<file path="src/rtl/arm_mem_pkg.sv">
// arm_mem_pkg: shared types and defaults for the MEM-stage SRAM controller
package arm_mem_pkg;
  typedef enum logic [1:0] {IDLE, LOW, HIGH, DONE} state_t;
  localparam int SRAM_AW = 18;
  localparam int SRAM_DW = 16;
  localparam logic [31:0] DEF_BASE_ADDR = 32'd1024;
  localparam int DEF_ACCESS_CYCLES = 2;
endpackage

</file>
<file path="src/rtl/arm_sram_controller.sv">
// arm_sram_controller: word requests from the MEM stage performed as two half-word async SRAM accesses
module arm_sram_controller
  import arm_mem_pkg::*;
#(
  parameter logic [31:0] BASE_ADDR = DEF_BASE_ADDR,
  parameter int ACCESS_CYCLES = DEF_ACCESS_CYCLES
) (
  input  logic               clk,
  input  logic               rst,
  input  logic               wr_en,
  input  logic               rd_en,
  input  logic [31:0]        address,
  input  logic [31:0]        write_data,
  output logic [31:0]        read_data,
  output logic               ready,
  output logic [SRAM_AW-1:0] sram_addr,
  output logic [SRAM_DW-1:0] sram_dq_out,
  input  logic [SRAM_DW-1:0] sram_dq_in,
  output logic               sram_dq_oe,
  output logic               sram_we_n,
  output logic               sram_oe_n,
  output logic               sram_ce_n,
  output logic               sram_ub_n,
  output logic               sram_lb_n
);
  state_t state, state_n;
  logic [2:0] cnt;
  logic [31:0] addr_q, wdata_q;
  logic [16:0] word_off;
  logic is_wr, req, last, act;
  assign req = wr_en | rd_en;
  assign last = cnt == 3'(ACCESS_CYCLES - 1);
  assign act = state == LOW || state == HIGH;
  assign word_off = 17'((addr_q - BASE_ADDR) >> 2);
  always_comb begin
    state_n = state;
    case (state)
      IDLE: state_n = req ? LOW : IDLE;
      LOW:  state_n = last ? HIGH : LOW;
      HIGH: state_n = last ? DONE : HIGH;
      default: state_n = IDLE;
    endcase
  end
  assign ready = state == IDLE ? !req : state == DONE;
  assign sram_addr = act ? {word_off, state == HIGH} : '0;
  assign sram_dq_out = act && is_wr ? (state == HIGH ? wdata_q[31:16] : wdata_q[15:0]) : '0;
  assign sram_dq_oe = act && is_wr;
  assign sram_we_n = !(act && is_wr);
  assign sram_oe_n = !(act && !is_wr);
  assign sram_ce_n = 1'b0;
  assign sram_ub_n = 1'b0;
  assign sram_lb_n = 1'b0;
  always_ff @(posedge clk) begin
    if (rst) begin
      state <= IDLE;
      cnt <= '0;
      read_data <= '0;
      addr_q <= '0;
      wdata_q <= '0;
      is_wr <= 1'b0;
    end else begin
      state <= state_n;
      cnt <= act && !last ? cnt + 3'd1 : 3'd0;
      if (state == IDLE && req) begin
        addr_q <= address;
        wdata_q <= write_data;
        is_wr <= wr_en;
      end
      // each half is sampled on the final cycle of its access window
      if (act && last && !is_wr) begin
        if (state == LOW) read_data[15:0] <= sram_dq_in;
        else read_data[31:16] <= sram_dq_in;
      end
    end
  end
endmodule
</file>
<file path="config.mk">
export PLATFORM = sky130hd
export DESIGN_NAME = arm_sram_controller
export DESIGN_NICKNAME = d
export VERILOG_FILES = /design/src/rtl/arm_mem_pkg.sv /design/src/rtl/arm_sram_controller.sv
export SDC_FILE = /design/constraint.sdc
export NUM_CORES = 1
export LEC_CHECK = 0
export ABC_CLOCK_PERIOD_IN_PS = 1700
export BUFFER_PORTS_ARGS = -buffer_cell sky130_fd_sc_hd__buf_2
export CAP_MARGIN = 20
export CORE_MARGIN = 8
export CORE_UTILIZATION = 41
export CTS_BUF_LIST = sky130_fd_sc_hd__clkbuf_2
export CTS_CLUSTER_SIZE = 24
export DETAILED_ROUTE_END_ITERATION = 12
export PLACE_DENSITY = 0.75
export SLEW_MARGIN = 20
export SYNTH_ARGS = -nofsm -noshare
export SYNTH_HDL_FRONTEND = slang
export SYNTH_SLANG_ARGS = --single-unit
</file>
<file path="constraint.sdc">
create_clock -name clk -period 1.7 [get_ports clk]
set_input_delay 0.255 -clock clk [delete_from_list [all_inputs] [get_ports clk]]
set_output_delay 0.255 -clock clk [all_outputs]
set_load 0.005 [all_outputs]
</file>
==> impl_metrics.py, run 1 <==
metrics = {
    "cts": {
        "cts_tree": "built",
        "clock-sinks": 87,
        "cts_buffers": 9,
        "clk_pin_slew_ns": 0.29,
        "h-tree-depth": 3,
        "cts_max_path_buffers": 2,
        "clk_latency_ns": 0.56,
        "cts-root-buf": "clkbuf_2",
    },
    "floorplan": {
        "core_um2": 9150,
        "num_io_pins": 157,
        "die_h_um": 113,
        "start_util": 0.419,
        "design.die.area_um2": 12700,
        "die_w_um": 113,
        "num_rows": 35,
    },
    "global_routing": {
        "overflow": 0,
        "antenna_found_initial": 2,
        "grt_util_all_layers": 0.209,
        "grt_pass1_vias": 4361,
        "grt_pass1_wl_um": 21400,
        "grt_max_degree": 36,
    },
    "run": {
        "drv_cap": 0,
    },
    "place": {
        "dp_cells": 692,
        "port_buffers": 138,
        "place.gp.congestion": 0.781,
        "dp_slack_ns": -0.0524,
        "dp_hpwl_um": 7780,
    },
    "synthesis": {
        "synth_top_area_frac": 0.454,
        "avgSynthCellArea_um2": 8.48,
        "yosysUniqueCellTypes": 32,
        "synth_cells": 452,
        "synth-edff-count": 0,
        "synthTopCellsByCount": "nand2_1, dfxtp_1, nand2b_1",
        "ys_seq_area_frac": 0.454,
        "ys_ff_latch": 87,
        "synthArstFlopShare": 0,
        "synth.most_common_cell": "nand2_1",
        "synth_area_leaders": "dfxtp_1, mux2i_1, nand2_1",
        "synth_warnings": 0,
        "synth_area_um2": 3830,
        "ys.flop_type": "dfxtp_1",
        "synth_area_leader_cell": "dfxtp_1",
    },
    "timing": {
        "hold_violations": 0,
        "setup_viol": 70,
        "fin_crit_sh": 1.37,
        "report.final.slew_viol_count": 0,
        "rsz0062_at_grt": "true",
        "min_period_ns": 2.33,
        "fmaxAchievable_mhz": 428,
        "finalWorstSetupSlack_ns": -0.635,
        "fin_skew_ns": 0.0459,
    },
    "cells_and_area": {
        "nets": 773,
        "area_growth_pct": 67.6,
        "drive_above_1_share": 0.388,
        "layout.cells.non_filler": 799,
    },
    "worst_hold_path": {
        "hold_path_class": "input pin to flop",
        "hp-start": "rd_en",
    },
    "route": {
        "via_per_inst": 5.11,
        "dr.pass1.iters": 4,
        "ant_nets": 0,
        "post_drt_wl_per_cell_um": 17.9,
        "wl_um": 14300,
        "drt_iter0_markers": 168,
        "drc": 0,
        "vias": 4081,
    },
    "outcome": {
        "violations": "setup timing",
        "status": "finished, violations left",
    },
    "power_and_ir_drop": {
        "pwr-share-comb": 0.307,
        "switchingPower_uw": 1530,
        "p_int_uw": 3140,
        "switching_share": 0.328,
        "leakage_uw": 0.00283,
        "pwr-share-clk": 0.202,
        "power.density_nw_per_um2": 728,
        "p_seq_frac": 0.491,
        "worst_ir_drop_vdd_mv": 0.374,
        "power.total_uw": 4680,
    },
    "worst_setup_path": {
        "cp-start-kind": "flop",
        "crit_type": "flop to output pin",
        "cp-end-kind": "output pin",
        "worstPathMaxFanout": 4,
        "cp.required_ns": 1.44,
        "r2r-start": "state[0]$_SDFF_PP0_",
        "arrival_ns": 2.08,
        "crit_start": "addr_q[12]$_SDFFE_PP0N_",
    },
}
registers in the layout (all words and copies together) (netlist names):
name and cells:
wdata_q 32, state 2, cnt 3, read_data 32, addr_q 17, is_wr 1
power groups by stage:
stage	Sequential, uW	Combinational, uW	Clock, uW
floorplan	2280	525	0
global placement	2280	865	0
detailed placement	2280	893	0
CTS	2260	1240	959
global route	2310	1550	1040
finish	2290	1440	947
cell type report:
class / instances / area [um2]
antenna: 2 / 5.00
clock buffer: 9 / 45.0
clock inverter: 7 / 47.5
fill: 610 / 2730
inverter: 7 / 36.3
multi-input combinational: 328 / 2370
sequential: 87 / 1750
tap: 111 / 139
timing repair buffer: 248 / 2030
stage by stage:
step	hold slack (ns)	utilization	TNS (ns)	cell area, um2
after floorplan	0.391	-	0	3850
after global placement	0.433	0.523	-0.0469	4790
after detailed placement	0.442	0.523	-0.110	4790
after CTS	0.0972	0.662	-14.85	6060
after global routing	0.159	0.702	-20.55	6430
final	0.162	0.702	-15.03	6430
worst paths after layout:
check / endpoint / slack (ns) / cells after the start
setup / recovery: sram_addr[15] / -0.63 / 4
hold / removal: addr_q[6]$_SDFFE_PP0N_ / 0.16 / 4
setup reg to reg: read_data[27]$_SDFFE_PP0P_ / -0.09 / 9
hold reg to reg: addr_q[7]$_SDFFE_PP0N_ / 0.47 / 2
timing repair:
action                                  CTS  global route
gates resized for setup                  67            77
endpoints found under the hold margin    82             0
endpoints found under the setup margin   38            70
cloned                                    6             1
pin swaps                                15            16
setup buffers                            12             9
hold buffers                             66             0
cell families (layout without fill, tap and decap cells):
family,Yosys count,in the layout,synth area share
AND/OR/NAND/NOR,204,204,0.255
flip-flops,87,87,0.454
AO/OA/AOI/OAI,60,60,0.0825
multiplexers,51,51,0.133
buffers and inverters,39,271,0.0431
adder cells (fa/ha/maj),8,8,0.0261
XOR/XNOR,2,2,0.00457
other,1,5,0.000978
layout by cell type (no fill, tap or decap), types with 2 or more instances in the layout:
master / Yosys / routed
clkinv_4: 0 / 2
or3_1: 2 / 2
diode_2: 0 / 2
buf_16: 0 / 3
inv_2: 0 / 2
and2_1: 10 / 3
mux2i_1: 51 / 36
or4_4: 1 / 2
nor2_4: 0 / 12
dlygate4sd3_1: 0 / 66
nor2b_4: 0 / 2
inv_4: 0 / 2
mux2i_4: 0 / 12
nor2_2: 0 / 5
nand2_1: 106 / 105
a21oi_1: 51 / 50
inv_6: 0 / 2
a21boi_2: 0 / 2
buf_4: 4 / 15
ha_1: 8 / 4
xor2_1: 2 / 2
buf_2: 3 / 122
buf_12: 0 / 9
dfxtp_1: 87 / 81
inv_1: 7 / 2
nand2b_1: 52 / 51
and2_4: 0 / 7
ha_4: 0 / 4
dfxtp_2: 0 / 6
o21ai_0: 2 / 2
clkinv_2: 0 / 2
nor2_1: 21 / 4
clkbuf_2: 0 / 9
buf_6: 0 / 32
mux2i_2: 0 / 3
conb_1: 1 / 3
worst max-delay path, stage by stage (launching register included):
cell,delay [ns]
dfxtp_2,0.40
or4_4,0.55
or3_1,0.32
a21boi_1,0.12
buf_2,0.12
routing by layer:
layer,track usage,routed length [um]
met1,0.208,5260
met2,0.377,7550
met3,0.0506,709
met4,0.146,760
met5,0,0
(Power assumes the default switching activity.)
==> inputs of run 2 (changes only) <==
--- a/config.mk
+++ b/config.mk
@@ -8,7 +8,6 @@
 export ABC_CLOCK_PERIOD_IN_PS = 1700
 export BUFFER_PORTS_ARGS = -buffer_cell sky130_fd_sc_hd__buf_2
 export CAP_MARGIN = 20
-export CORE_MARGIN = 8
 export CORE_UTILIZATION = 41
 export CTS_BUF_LIST = sky130_fd_sc_hd__clkbuf_2
 export CTS_CLUSTER_SIZE = 24
==> constraint.sdc (replaced) <==
create_clock -name clk -period 1.7 [get_ports clk]
set_input_delay 0.17 -clock clk [delete_from_list [all_inputs] [get_ports clk]]
set_output_delay 0.17 -clock clk [all_outputs]
set_load 0.005 [all_outputs]
==> impl_metrics.py, run 2 (synthesis results as in run 1) <==
metrics = {
    "timing": {
        "tightest_slew_ns": 0.799,
        "hold_violations": 0,
        "fin_crit_sh": 1.34,
        "fmaxAchievable_mhz": 439,
        "report.final.slew_viol_count": 0,
        "finalWorstSetupSlack_ns": -0.576,
        "setup_viol": 54,
        "slew_headroom": 0.465,
        "min_period_ns": 2.28,
        "fin_skew_ns": 0.0177,
        "rsz0062_at_grt": "true",
    },
    "power_and_ir_drop": {
        "p_int_uw": 3430,
        "power.density_nw_per_um2": 769,
        "leakage_uw": 0.00283,
        "p_seq_frac": 0.468,
        "pwr-share-clk": 0.242,
        "worst_ir_drop_vdd_mv": 0.473,
        "pwr-share-comb": 0.290,
        "switching_share": 0.299,
        "switchingPower_uw": 1470,
    },
    "worst_hold_path": {
        "hold_path_class": "input pin to flop",
        "holdPathStages": 4,
    },
    "place": {
        "port_buffers": 138,
        "place.gp.congestion": 0.828,
        "dpl_cell_area_um2": 4760,
        "dp_hpwl_um": 6830,
        "dp_cells": 686,
    },
    "global_routing": {
        "grt_util_all_layers": 0.248,
        "overflow": 0,
        "grt_pass1_vias": 4023,
        "antenna_found_initial": 1,
        "grt_max_degree": 53,
        "grt_pass1_wl_um": 18900,
    },
    "worst_setup_path": {
        "cpPeakStageDelay_ns": 0.55,
        "arrival_ns": 2.11,
        "r2r_cells": 9,
        "rrSetupSlack_ns": -0.11,
        "crit_type": "flop to output pin",
        "worstPathMaxFanout": 4,
        "cp-start-kind": "flop",
        "critical_path.slowest_cell": "or4_4",
        "worstPathCellList": "or4_4 > or3_1 > a21boi_1 > buf_2",
        "cp-end-kind": "output pin",
        "cp.required_ns": 1.53,
    },
    "floorplan": {
        "core_um2": 8890,
        "die_w_um": 98.7,
        "num_io_pins": 157,
        "design.die.area_um2": 9740,
        "num_rows": 34,
        "die_h_um": 98.7,
        "start_util": 0.431,
    },
    "cells_and_area": {
        "layout_common_cells": "buf_2, nand2_1, dfxtp_1",
        "area_growth_pct": 66.2,
        "nets": 771,
        "fillers": 578,
        "drive_above_1_share": 0.383,
        "top_regs": "read_data: 32 flops, wdata_q: 32 flops, addr_q: 17 flops",
        "final_common_cell": "buf_2",
        "stdcell_area_um2": 6370,
        "layout.cells.non_filler": 793,
    },
    "route": {
        "drc": 0,
        "via_per_inst": 5.10,
        "wl_um": 13000,
        "ant_nets": 0,
        "drt_iter0_markers": 202,
        "vias": 4046,
        "dr.pass1.iters": 5,
        "post_drt_wl_per_cell_um": 16.5,
    },
    "cts": {
        "cts_max_path_buffers": 2,
        "cts_buffers": 9,
        "h-tree-depth": 3,
        "clk_pin_slew_ns": 0.22,
        "clk_latency_ns": 0.54,
        "clock-sinks": 87,
        "cts-root-buf": "clkbuf_2",
        "cts_tree": "built",
    },
    "outcome": {
        "status": "finished, violations left",
        "violations": "setup timing",
    },
    "run": {
        "drv_cap": 0,
    },
}
==> run 2: cell types whose count changed in the layout (fill, tap and decap cells not counted), sizes merged <==
cell      previous run  this run
buf                181       179
bufinv               0         2
clkbuf              10        12
inv                  8         6
clkinv               5         4
clkinvlp             1         0
diode                2         1
==> run 2: through the flow <==
stage	TNS (ns)	total power [uW]	hold WS, ns	util	worst slack [ns]
after floorplan	0	2800	0.306	-	0.00791
after global placement	0	3130	0.412	0.536	0.0129
after detailed placement	-0.0106	3170	0.417	0.536	-0.0106
after CTS	-10.68	4670	0.115	0.676	-0.557
after global routing	-15.66	5110	0.207	0.717	-0.598
final	-12.07	4900	0.182	0.717	-0.576
==> run 2: area by class of cell <==
type | instances | area (um2) | share of cell area
Antenna cell | 1 | 2.50 | 0.000393
Multi-Input combinational cell | 328 | 2320 | 0.365
Timing Repair Buffer | 246 | 1990 | 0.313
Inverter | 7 | 36.3 | 0.00569
Sequential cell | 87 | 1750 | 0.275
Clock buffer | 11 | 55.1 | 0.00864
Clock inverter | 5 | 72.6 | 0.0114
Tap cell | 108 | 135 | 0.0212
==> run 2: critical path, delay by kind of cell (launching register included) <==
| family | cells | cell delay [ns] |
|---|---|---|
| simple gates | 2 | 0.87 |
| buf+inv | 1 | 0.14 |
| compound gates | 1 | 0.18 |
| flops | 1 | 0.37 |
==> run 2: power groups by stage <==
stage | sequential (uW) | combinational [uW] | clock, uW
final | 2290 | 1420 | 1190
after global routing | 2310 | 1520 | 1280
after global placement | 2280 | 853 | 0
after detailed placement | 2290 | 881 | 0
after floorplan | 2280 | 525 | 0
after CTS | 2260 | 1220 | 1200
==> run 2: final timing paths <==
kind / from / endpoint
worst min-delay path: rd_en / addr_q[11]$_SDFFE_PP0N_
worst max register to register: state[0]$_SDFF_PP0_ / read_data[17]$_SDFFE_PP0P_
worst max-delay path: addr_q[14]$_SDFFE_PP0N_ / sram_addr[15]
worst min register to register: wdata_q[24]$_SDFFE_PP0N_ / wdata_q[24]$_SDFFE_PP0N_
==> run 2: routing by layer <==
layer | global-route usage | wire (um) | up-vias
met2 | 0.457 | 7020 | 140
li1 | - | - | 1934
met1 | 0.274 | 4980 | 1927
met4 | 0.141 | 546 | 0
met3 | 0.0319 | 504 | 45
met5 | 0 | 0 | -
==> run 2: what timing repair did <==
action / CTS / global route
cloned: 4 / 1
gates resized for setup: 72 / 55
hold buffers: 66 / 0
endpoints found under the setup margin: 37 / 53
pin swaps: 17 / 13
endpoints found under the hold margin: 82 / 0
buffers inserted: 15 / 5
